[src/rtl/multicycle_control_if.sv]
// Control bundle between the multi-cycle controller and its datapath.
// The controller (master) drives the strobes; the datapath (slave) drives opcode and flags.
interface multicycle_control_if;
    logic [5:0] op;
    logic       zero;
    logic       neg;
    logic       mem_ready;

    logic       pcwrite;
    logic [1:0] pcsrc;
    logic       iord;
    logic       memread;
    logic       memwrite;
    logic       irwrite;
    logic       memtoreg;
    logic       regdest;
    logic       regwrite;
    logic       link;
    logic       alusrca;
    logic [1:0] alusrcb;
    logic [1:0] aluop;
    logic [3:0] state;
    logic       instr_done;
    logic       err;

    modport master (
        input  op, zero, neg, mem_ready,
        output pcwrite, pcsrc, iord, memread, memwrite, irwrite, memtoreg, regdest,
               regwrite, link, alusrca, alusrcb, aluop, state, instr_done, err
    );

    modport slave (
        output op, zero, neg, mem_ready,
        input  pcwrite, pcsrc, iord, memread, memwrite, irwrite, memtoreg, regdest,
               regwrite, link, alusrca, alusrcb, aluop, state, instr_done, err
    );
endinterface

[src/rtl/multicycle_control.sv]
// Multi-cycle MIPS-lite main controller: sequences each instruction over 3-5 cycles,
// with a memory-ready handshake, a wait-timeout trap and an illegal-opcode trap.
module multicycle_control #(
    parameter int unsigned TIMEOUT = 15,
    parameter int unsigned CNT_W   = (TIMEOUT == 0) ? 1 : $clog2(TIMEOUT + 1)
) (
    input logic                 clk,
    input logic                 rst_n,
    multicycle_control_if.master ctrl
);

    localparam logic [5:0] OpR      = 6'd0;
    localparam logic [5:0] OpJ      = 6'd2;
    localparam logic [5:0] OpBeq    = 6'd4;
    localparam logic [5:0] OpOri    = 6'd13;
    localparam logic [5:0] OpBltzal = 6'd34;
    localparam logic [5:0] OpLw     = 6'd35;
    localparam logic [5:0] OpSw     = 6'd43;

    localparam logic [CNT_W-1:0] CntLimit = CNT_W'((TIMEOUT == 0) ? 0 : TIMEOUT - 1);
    localparam logic [CNT_W-1:0] CntMax   = '1;

    typedef enum logic [3:0] {
        StFetch  = 4'd0,
        StDecode = 4'd1,
        StMemAdr = 4'd2,
        StMemRd  = 4'd3,
        StMemWb  = 4'd4,
        StMemWr  = 4'd5,
        StExec   = 4'd6,
        StRwb    = 4'd7,
        StBranch = 4'd8,
        StJump   = 4'd9,
        StOriEx  = 4'd10,
        StOriWb  = 4'd11,
        StTrap   = 4'd12
    } state_e;

    state_e           state_q, state_d;
    logic [CNT_W-1:0] cnt_q, cnt_d;

    logic       wait_st;
    logic       timeout_hit;
    logic       pcwrite;
    logic [1:0] pcsrc;
    logic       iord;
    logic       memread;
    logic       memwrite;
    logic       irwrite;
    logic       memtoreg;
    logic       regdest;
    logic       regwrite;
    logic       link;
    logic       alusrca;
    logic [1:0] alusrcb;
    logic [1:0] aluop;
    logic       instr_done;
    logic       err;

    always_ff @(posedge clk or negedge rst_n) begin
        if (!rst_n) begin
            state_q <= StFetch;
            cnt_q   <= '0;
        end else begin
            state_q <= state_d;
            cnt_q   <= cnt_d;
        end
    end

    // Counter is zero outside the wait states, so entry into one always starts from zero.
    always_comb begin
        wait_st     = (state_q == StFetch) || (state_q == StMemRd) || (state_q == StMemWr);
        timeout_hit = (TIMEOUT != 0) && wait_st && !ctrl.mem_ready && (cnt_q == CntLimit);
        cnt_d       = '0;
        if (wait_st && !ctrl.mem_ready) begin
            cnt_d = (cnt_q == CntMax) ? cnt_q : cnt_q + CNT_W'(1);
        end
    end

    always_comb begin
        state_d    = state_q;
        pcwrite    = 1'b0;
        pcsrc      = 2'b00;
        iord       = 1'b0;
        memread    = 1'b0;
        memwrite   = 1'b0;
        irwrite    = 1'b0;
        memtoreg   = 1'b0;
        regdest    = 1'b0;
        regwrite   = 1'b0;
        link       = 1'b0;
        alusrca    = 1'b0;
        alusrcb    = 2'b00;
        aluop      = 2'b00;
        instr_done = 1'b0;
        err        = 1'b0;

        case (state_q)
            StFetch: begin
                memread = 1'b1;
                alusrcb = 2'b01;
                pcwrite = ctrl.mem_ready;
                irwrite = ctrl.mem_ready;
                if (ctrl.mem_ready) state_d = StDecode;
            end
            StDecode: begin
                alusrcb = 2'b11;
                case (ctrl.op)
                    OpR:             state_d = StExec;
                    OpLw, OpSw:      state_d = StMemAdr;
                    OpBeq, OpBltzal: state_d = StBranch;
                    OpOri:           state_d = StOriEx;
                    OpJ:             state_d = StJump;
                    default:         state_d = StTrap;
                endcase
            end
            StMemAdr: begin
                alusrca = 1'b1;
                alusrcb = 2'b10;
                if (ctrl.op == OpLw) begin
                    state_d = StMemRd;
                end else if (ctrl.op == OpSw) begin
                    state_d = StMemWr;
                end else begin
                    state_d = StTrap;
                end
            end
            StMemRd: begin
                memread = 1'b1;
                iord    = 1'b1;
                if (ctrl.mem_ready) state_d = StMemWb;
            end
            StMemWb: begin
                regwrite   = 1'b1;
                memtoreg   = 1'b1;
                instr_done = 1'b1;
                state_d    = StFetch;
            end
            StMemWr: begin
                memwrite   = 1'b1;
                iord       = 1'b1;
                instr_done = ctrl.mem_ready;
                if (ctrl.mem_ready) state_d = StFetch;
            end
            StExec: begin
                alusrca = 1'b1;
                aluop   = 2'b10;
                state_d = StRwb;
            end
            StRwb: begin
                regdest    = 1'b1;
                regwrite   = 1'b1;
                instr_done = 1'b1;
                state_d    = StFetch;
            end
            StBranch: begin
                alusrca    = 1'b1;
                aluop      = 2'b01;
                pcsrc      = 2'b01;
                instr_done = 1'b1;
                state_d    = StFetch;
                // bltzal links unconditionally; PC already holds PC+4.
                if (ctrl.op == OpBltzal) begin
                    pcwrite  = ctrl.neg;
                    regwrite = 1'b1;
                    link     = 1'b1;
                end else begin
                    pcwrite = ctrl.zero;
                end
            end
            StOriEx: begin
                alusrca = 1'b1;
                alusrcb = 2'b10;
                aluop   = 2'b11;
                state_d = StOriWb;
            end
            StOriWb: begin
                regwrite   = 1'b1;
                instr_done = 1'b1;
                state_d    = StFetch;
            end
            StJump: begin
                pcwrite    = 1'b1;
                pcsrc      = 2'b10;
                instr_done = 1'b1;
                state_d    = StFetch;
            end
            StTrap: begin
                err     = 1'b1;
                state_d = StTrap;
            end
            default: state_d = StTrap;
        endcase

        if (timeout_hit) state_d = StTrap;
    end

    // Mealy strobes are gated by reset so no PC/IR load or completion leaks out during reset.
    assign ctrl.pcwrite    = pcwrite & rst_n;
    assign ctrl.irwrite    = irwrite & rst_n;
    assign ctrl.instr_done = instr_done & rst_n;
    assign ctrl.pcsrc      = pcsrc;
    assign ctrl.iord       = iord;
    assign ctrl.memread    = memread;
    assign ctrl.memwrite   = memwrite;
    assign ctrl.memtoreg   = memtoreg;
    assign ctrl.regdest    = regdest;
    assign ctrl.regwrite   = regwrite;
    assign ctrl.link       = link;
    assign ctrl.alusrca    = alusrca;
    assign ctrl.alusrcb    = alusrcb;
    assign ctrl.aluop      = aluop;
    assign ctrl.state      = state_q;
    assign ctrl.err        = err;

endmodule

[src/flat_wrapper.sv]
// flat-port wrapper written by rule: the top's interface ports become plain ports
module multicycle_control_flat 
#(
    parameter int unsigned TIMEOUT = 15,
    parameter int unsigned CNT_W   = (TIMEOUT == 0) ? 1 : $clog2(TIMEOUT + 1)
)
  (clk, rst_n, ctrl_op, ctrl_zero, ctrl_neg, ctrl_mem_ready, ctrl_pcwrite, ctrl_pcsrc, ctrl_iord, ctrl_memread, ctrl_memwrite, ctrl_irwrite, ctrl_memtoreg, ctrl_regdest, ctrl_regwrite, ctrl_link, ctrl_alusrca, ctrl_alusrcb, ctrl_aluop, ctrl_state, ctrl_instr_done, ctrl_err);
  multicycle_control_if ctrl_i ();
  input logic clk;
  input logic rst_n;
  input wire logic [$bits(ctrl_i.op)-1:0] ctrl_op;
  input wire logic [$bits(ctrl_i.zero)-1:0] ctrl_zero;
  input wire logic [$bits(ctrl_i.neg)-1:0] ctrl_neg;
  input wire logic [$bits(ctrl_i.mem_ready)-1:0] ctrl_mem_ready;
  output wire logic [$bits(ctrl_i.pcwrite)-1:0] ctrl_pcwrite;
  output wire logic [$bits(ctrl_i.pcsrc)-1:0] ctrl_pcsrc;
  output wire logic [$bits(ctrl_i.iord)-1:0] ctrl_iord;
  output wire logic [$bits(ctrl_i.memread)-1:0] ctrl_memread;
  output wire logic [$bits(ctrl_i.memwrite)-1:0] ctrl_memwrite;
  output wire logic [$bits(ctrl_i.irwrite)-1:0] ctrl_irwrite;
  output wire logic [$bits(ctrl_i.memtoreg)-1:0] ctrl_memtoreg;
  output wire logic [$bits(ctrl_i.regdest)-1:0] ctrl_regdest;
  output wire logic [$bits(ctrl_i.regwrite)-1:0] ctrl_regwrite;
  output wire logic [$bits(ctrl_i.link)-1:0] ctrl_link;
  output wire logic [$bits(ctrl_i.alusrca)-1:0] ctrl_alusrca;
  output wire logic [$bits(ctrl_i.alusrcb)-1:0] ctrl_alusrcb;
  output wire logic [$bits(ctrl_i.aluop)-1:0] ctrl_aluop;
  output wire logic [$bits(ctrl_i.state)-1:0] ctrl_state;
  output wire logic [$bits(ctrl_i.instr_done)-1:0] ctrl_instr_done;
  output wire logic [$bits(ctrl_i.err)-1:0] ctrl_err;
  assign ctrl_i.op = ctrl_op;
  assign ctrl_i.zero = ctrl_zero;
  assign ctrl_i.neg = ctrl_neg;
  assign ctrl_i.mem_ready = ctrl_mem_ready;
  assign ctrl_pcwrite = ctrl_i.pcwrite;
  assign ctrl_pcsrc = ctrl_i.pcsrc;
  assign ctrl_iord = ctrl_i.iord;
  assign ctrl_memread = ctrl_i.memread;
  assign ctrl_memwrite = ctrl_i.memwrite;
  assign ctrl_irwrite = ctrl_i.irwrite;
  assign ctrl_memtoreg = ctrl_i.memtoreg;
  assign ctrl_regdest = ctrl_i.regdest;
  assign ctrl_regwrite = ctrl_i.regwrite;
  assign ctrl_link = ctrl_i.link;
  assign ctrl_alusrca = ctrl_i.alusrca;
  assign ctrl_alusrcb = ctrl_i.alusrcb;
  assign ctrl_aluop = ctrl_i.aluop;
  assign ctrl_state = ctrl_i.state;
  assign ctrl_instr_done = ctrl_i.instr_done;
  assign ctrl_err = ctrl_i.err;
  multicycle_control #(.TIMEOUT(TIMEOUT), .CNT_W(CNT_W)) u_core (.clk(clk), .rst_n(rst_n), .ctrl(ctrl_i));
endmodule
[config.mk]
export PLATFORM = sky130hd
export DESIGN_NAME = multicycle_control_flat
export DESIGN_NICKNAME = d
export VERILOG_FILES = /design/src/rtl/multicycle_control_if.sv /design/src/rtl/multicycle_control.sv /design/src/flat_wrapper.sv
export SDC_FILE = /design/constraint.sdc
export NUM_CORES = 1
export LEC_CHECK = 0
export ABC_AREA = 0
export BUFFER_PORTS_ARGS = -buffer_cell sky130_fd_sc_hd__buf_2
export CAP_MARGIN = 10
export CORE_MARGIN = 2
export CORE_UTILIZATION = 43
export DETAILED_ROUTE_END_ITERATION = 12
export PLACE_DENSITY_LB_ADDON = 0.12
export SYNTH_ARGS = -nofsm -noshare
export SYNTH_HDL_FRONTEND = slang
export SYNTH_SLANG_ARGS = --single-unit
[constraint.sdc]
create_clock -name clk -period 1.8 [get_ports clk]
set_clock_uncertainty 0.2 [all_clocks]
set_input_delay 0.27 -clock clk [delete_from_list [all_inputs] [get_ports clk]]
set_output_delay 0.27 -clock clk [all_outputs]
set_load 0.02 [all_outputs]
==> results of run 1 <==
-- sequential cells by signal (all words and copies together) (netlist names) --
name	flops
u_core.cnt_q	4
u_core.ctrl.state	4
-- kinds of logic (layout without fill, tap and decap cells) --
logic type                 after synthesis  after routing  synth area share (%)
and+or+nand+nor                         62             62                  35.3
AOI/OAI and AO/OA                       31             31                  25.4
buffers and inverters                   15             81                  8.28
DFF                                      8              8                  22.9
xor gates and xnor gates                 3              3                  3.00
adders and majority gates                2              2                  2.86
muxes                                    2              2                  2.29
-- power by group --
| group | total [uW] | internal (uW) | switching [uW] |
|---|---|---|---|
| Sequential | 331 | 236 | 95.4 |
| Combinational | 2230 | 1080 | 1140 |
| Clock | 162 | 85.4 | 76.8 |
-- worst max-delay path by stage --
stage | start | end | slack, ns
after floorplan | u_core.ctrl.state[2]$_DFFE_PN0P_ | u_core.ctrl.state[2]$_DFFE_PN0P_ | -0.16
after global placement | ctrl_op[0] | ctrl_pcwrite | -0.04
after detailed placement | u_core.ctrl.state[0]$_DFFE_PN0P_ | u_core.cnt_q[3]$_DFFE_PN0P_ | -0.07
after CTS | u_core.ctrl.state[0]$_DFFE_PN0P_ | ctrl_irwrite | -0.11
after global routing | u_core.ctrl.state[0]$_DFFE_PN0P_ | ctrl_instr_done | -0.24
final | u_core.ctrl.state[0]$_DFFE_PN0P_ | ctrl_instr_done | -0.19
-- metal layers --
| layer | up-vias | global-route usage, % | share of wire (%) |
|---|---|---|---|
| met3 | 16 | 5.21 | 6.2 |
| met5 | - | 0 | 0 |
| li1 | 570 | - | - |
| met4 | 0 | 8.57 | 4.2 |
| met2 | 60 | 51.1 | 51 |
| met1 | 621 | 31.9 | 38 |
-- stage by stage --
stage / instances / utilization, %
global placement: 199 / 65.4
global route: 216 / 89.0
CTS: 212 / 79.8
detailed placement: 199 / 65.4
finish: 216 / 89.0
floorplan: 123 / -
-- layout by cell type (no fill, tap or decap), types with 5 or more instances in the layout --
master / count
buf_2: 16
buf_4: 31
buf_6: 23
inv_1: 6
nand2_1: 5
nor2_1: 12
nor2_4: 7
nor3_2: 5
-- worst reg2reg max path, cell delays in order (launching register included) --
cell and delay [ns]:
dfrtp_2 0.45, nor2b_4 0.15, or3_4 0.36, a211o_4 0.36, o211a_1 0.23, a21oi_2 0.14
-- final cells by class --
type | instances | area [sq um]
Multi-Input combinational cell | 100 | 858
Timing Repair Buffer | 71 | 582
Fill cell | 92 | 214
Sequential cell | 8 | 205
Tap cell | 27 | 33.8
Clock buffer | 4 | 26.3
Inverter | 6 | 22.5
-- repair_timing --
item	4_1_cts	5_1_grt
pin swaps	15	9
hold endpoints to repair	8	0
gates resized for setup	51	37
hold buffers	1	0
buffers inserted	8	4
setup endpoints to repair	20	26
==> impl_metrics.csv, run 1 <==
group,metric,value,unit
routing,vias_per_cell,5.87,
placement,dpl_cell_area,0.00127,sq mm
sta,finalCritPeriodShare,111,%
cells_and_area,n_antenna_cell,0,
clocking,htree_levels,1,
critical_path,reg2reg_setup_slack,-0.16,ns
synth,synth-seq-area-share,22.9,%
critical_path,critPathKind,"register to output port",
power,power.total,2720,uW
synth,synth-seq-cells,8,
cells_and_area,area_growth,97.3,%
critical_path,crit_slowest_cell,"dfrtp_2",
synth,synth_cells,123,
synth,synth_commonest_cells,"nor2_1 (20), nor3_1 (10), dfrtp_1 (8)",
placement,hpwlAfterDp,2.13,mm
worst_hold_path,hold_path_class,"primary input to register",
sta,post-route-worst-setup-slack,-0.189,ns
synth,postSynthAreaPerCell,7.12,sq um
global_routing,gr-total-overflow,0,
routing,antenna_left,0,
routing,drc_errors,0,
critical_path,start_kind,"register",
floorplan,num_rows,16,
critical_path,cp.depth,5,
worst_hold_path,whs_path_depth,3,
status,status,"finished, violations left",
critical_path,cp_cell_sequence,"buf_4 > nand2b_4 > nand3_1 > a21oi_2 > buf_4",
sta,fin_tns_setup,-2.08,ns
critical_path,worstPathRequired,1.33,ns
synth,ys.flop_type,"dfrtp_1",
clocking,clk_pin_slew,0.07,ns
global_routing,grt_pass1_wl,5.21,mm
cells_and_area,final_nets,203,
sta,worst_pin_slew,0.369,ns
synth,yosysUniqueCellTypes,41,
floorplan,die_w,49.1,um
critical_path,r2r_cells,5,
sta,slew_headroom,75.3,%
run,max_cap_viol_count,0,
clocking,cts_tree,"yes",
global_routing,grt_max_degree,9,
clocking,cts_buffers,3,
synth,synth_top_area_share,22.9,%
sta,fmax,503,MHz
routing,finalWirelength,3.85,mm
floorplan,start_util,45.1,%
routing,wire_per_inst,17.8,um
critical_path,r2r-start,"u_core.ctrl.state[0]$_DFFE_PN0P_",
placement,portBuffers,32,
synth,synth_edf_count,0,
synth,synth.most_common_cell,"nor2_1",
cells_and_area,fin_area,0.00173,sq mm
synth,async_reset_ff_share,100,%
power,peakVddDrop,1.15,mV
synth,yosys-top-cells-area,"dfrtp_1 (23%), nor2_1 (8.6%), nor3_1 (5.7%), nand2b_1 (5.0%), nand2_1 (3.0%)",
critical_path,path_max_fanout,8,
global_routing,grt_usage,27.8,%
routing,drt_iter0_markers,29,
synth,syn_area,876,sq um
placement,dp_slack,-0.0676,ns
critical_path,r2r_end,"u_core.ctrl.state[2]$_DFFE_PN0P_",
routing,num_vias,1267,
critical_path,max_stage_delay,0.43,ns
sta,hold_violations,0,
worst_hold_path,hp-start,"ctrl_op[4]",
status,violations,"setup timing",
power,p_per_area,1570,mW/mm^2
global_routing,grt_pass1_vias,1155,
clocking,insertion_delay,0.28,ns
sta,rsz0062_at_grt,"true",
critical_path,cpMostUsedCell,"buf_4",
critical_path,critPathTopFamily,"flip-flops",
synth,yosys_warnings,0,
floorplan,die_h,49.1,um
sta,fin_crit,1.99,ns
sta,hold_ws,0.176,ns
floorplan,core_area,0.00194,sq mm
critical_path,path_buf_inv,2,
cells_and_area,drive_above_1_share,63.0,%
sta,setup_viol,22,
critical_path,crit_arrival,1.52,ns
placement,gp_congestion,0.893,
floorplan,dieArea,0.00241,sq mm
power,total_leakage_power,0.000789,uW
worst_hold_path,holdPathEnd,"u_core.ctrl.state[1]$_DFFE_PN0P_",
clocking,cts_buffer_depth,2,
synth,syn_nets,136,
synth,synth_top_area_cell,"dfrtp_1",
clocking,clock_sinks,8,
floorplan,pin_count,33,
sta,drv_slew,0,
routing,drtPass1Iterations,4,
critical_path,cp-end-kind,"output port",
global_routing,antenna_found_initial,0,
clocking,root_buffer,"clkbuf_4",
(Power assumes the default switching activity.)
==> inputs of run 2 (changes only) <==
Settings changed: CORE_UTILIZATION 43 to 45.
Clock period 1.8 ns to 2 ns, I/O delays scaled along.
==> run 2 against run 1 <==
  * The flow still finishes with violations (setup timing)
  * Wire length is 24% lower
  * Design area is 20% lower
  * Global-route usage is 3.8 points lower
  * Final cell count is 8.8% lower
  * Clock power is 22% lower
  * Power is 28% lower
  * Critical path type unchanged
==> impl_metrics.csv, run 2 (synthesis gave the netlist of run 1 again) <==
group,metric,value,unit
critical_path,max_stage_delay,0.42,ns
critical_path,crit_arrival,1.51,ns
routing,antenna_left,0,
sta,finalCritPeriodShare,100,%
cells_and_area,final-seq-area,203,sq um
clocking,clock_sinks,8,
placement,portBuffers,32,
cells_and_area,layout_commonest_cell,"buf_2",
critical_path,critPathKind,"register to output port",
placement,dp_slack,0.0620,ns
global_routing,antenna_found_initial,0,
critical_path,start_kind,"register",
sta,drv_slew,0,
power,peakVddDrop,0.823,mV
clocking,htree_levels,1,
critical_path,r2r-start,"u_core.ctrl.state[2]$_DFFE_PN0P_",
cells_and_area,fill_cells,133,
critical_path,startpoint,"u_core.ctrl.state[0]$_DFFE_PN0P_",
worst_hold_path,hold_path_class,"primary input to register",
status,violations,"setup timing",
floorplan,start_util,49.1,%
cells_and_area,area_growth,58.3,%
sta,fin_crit,2.01,ns
routing,drt_iter0_markers,21,
routing,finalWirelength,2.94,mm
cells_and_area,instances_no_fill,197,
clocking,cts_tree,"yes",
sta,rsz0062_at_grt,"true",
placement,hpwlAfterDp,1.86,mm
cells_and_area,multi_input_area,713,sq um
critical_path,cp_cell_sequence,"buf_6 > or2_4 > a211oi_4 > buf_6",
floorplan,core_area,0.00178,sq mm
floorplan,pin_count,33,
clocking,cts_buffers,3,
cells_and_area,layout_common_cells,"buf_2 (25), nor2_1 (18), buf_4 (18)",
status,status,"finished, violations left",
clocking,insertion_delay,0.26,ns
critical_path,cp-end-kind,"output port",
cells_and_area,drive_above_1_share,47.7,%
global_routing,grt_usage,24.0,%
floorplan,die_w,48.1,um
floorplan,dieArea,0.00232,sq mm
routing,wire_per_inst,14.9,um
worst_hold_path,hp-start,"ctrl_op[4]",
routing,num_vias,1105,
routing,drc_errors,0,
floorplan,num_rows,15,
floorplan,die_h,48.1,um
global_routing,grt_pass1_vias,850,
cells_and_area,fin_area,0.00139,sq mm
sta,fmax,498,MHz
cells_and_area,final_nets,187,
sta,post-route-worst-setup-slack,-0.00700,ns
power,total_leakage_power,0.000677,uW
sta,slew_headroom,75.1,%
global_routing,grt_max_degree,11,
critical_path,worstPathRequired,1.50,ns
clocking,cts_buffer_depth,2,
sta,worst_pin_slew,0.372,ns
placement,dpl_cell_area,0.00110,sq mm
routing,drtPass1Iterations,4,
run,max_cap_viol_count,0,
routing,vias_per_cell,5.61,
critical_path,crit_slowest_cell,"dfrtp_1",
cells_and_area,n_antenna_cell,0,
sta,hold_violations,0,
global_routing,gr-total-overflow,0,
sta,setup_viol,1,
critical_path,cpMostUsedCell,"buf_6",
clocking,clk_pin_slew,0.05,ns
power,p_per_area,1420,mW/mm^2
critical_path,path_max_fanout,7,
clocking,root_buffer,"clkbuf_4",
placement,gp_congestion,0.833,
placement,dp_cells,181,
global_routing,grt_pass1_wl,3.84,mm
run 2: stage by stage:
stage	total power [uW]	utilization [%]	setup TNS, ns	hold slack, ns
2_1_floorplan	1030	-	-0.0305	-0.196
3_3_place_gp	1310	61.9	0	-0.0248
3_5_place_dp	1340	61.9	0	-0.0193
4_1_cts	1580	67.2	-0.0367	0.158
5_1_grt	2100	77.8	-0.277	0.160
6_report	1960	77.8	-0.00700	0.164
run 2: per-layer routing:
metal	wire [um]	vias to the layer above	track usage, %
met5	0	-	0
met4	57	0	6.49
met2	1490	34	38.9
met3	134	6	5.93
li1	-	538	-
met1	1250	527	31.9
run 2: path summary, 6_finish.rpt:
check,to,slack (ns),depth (start not counted)
worst min register to register,u_core.cnt_q[3]$_DFFE_PN0P_,0.42,2
worst max-delay path,ctrl_memread,-0.007,4
max in group asynchronous,u_core.ctrl.state[1]$_DFFE_PN0P_,0.94,2
worst min-delay path,u_core.ctrl.state[1]$_DFFE_PN0P_,0.16,2
worst max register to register,u_core.ctrl.state[3]$_DFFE_PN0P_,0.05,7
min in group asynchronous,u_core.cnt_q[3]$_DFFE_PN0P_,0.36,2
run 2: worst max-delay path, delay by kind of cell, from the launching register on:
family                 cells  cell delay [ns]
DFF                        1             0.42
and+or+nand+nor            1             0.27
buffers and inverters      2             0.30
AOI/OAI and AO/OA          1             0.26
run 2: repair_timing:
item / CTS / global route
pin swaps: 3 / 8
gates resized for setup: 10 / 33
hold endpoints to repair: 8 / 0
gates cloned: 0 / 1
setup buffers: 4 / 7
hold buffers: 1 / 0
setup endpoints to repair: 8 / 14
run 2: layout make-up:
cell class,count,area share [%]
inverter,6,1.62
multi-input combinational,100,51.4
tap,25,2.26
timing repair buffer,55,28.4
clock buffer,3,1.62
sequential,8,14.6
run 2: power by group:
part	internal (uW)	total, uW	switching [uW]
clock	68.8	126	57.5
sequential	209	282	73.3
combinational	734	1560	822
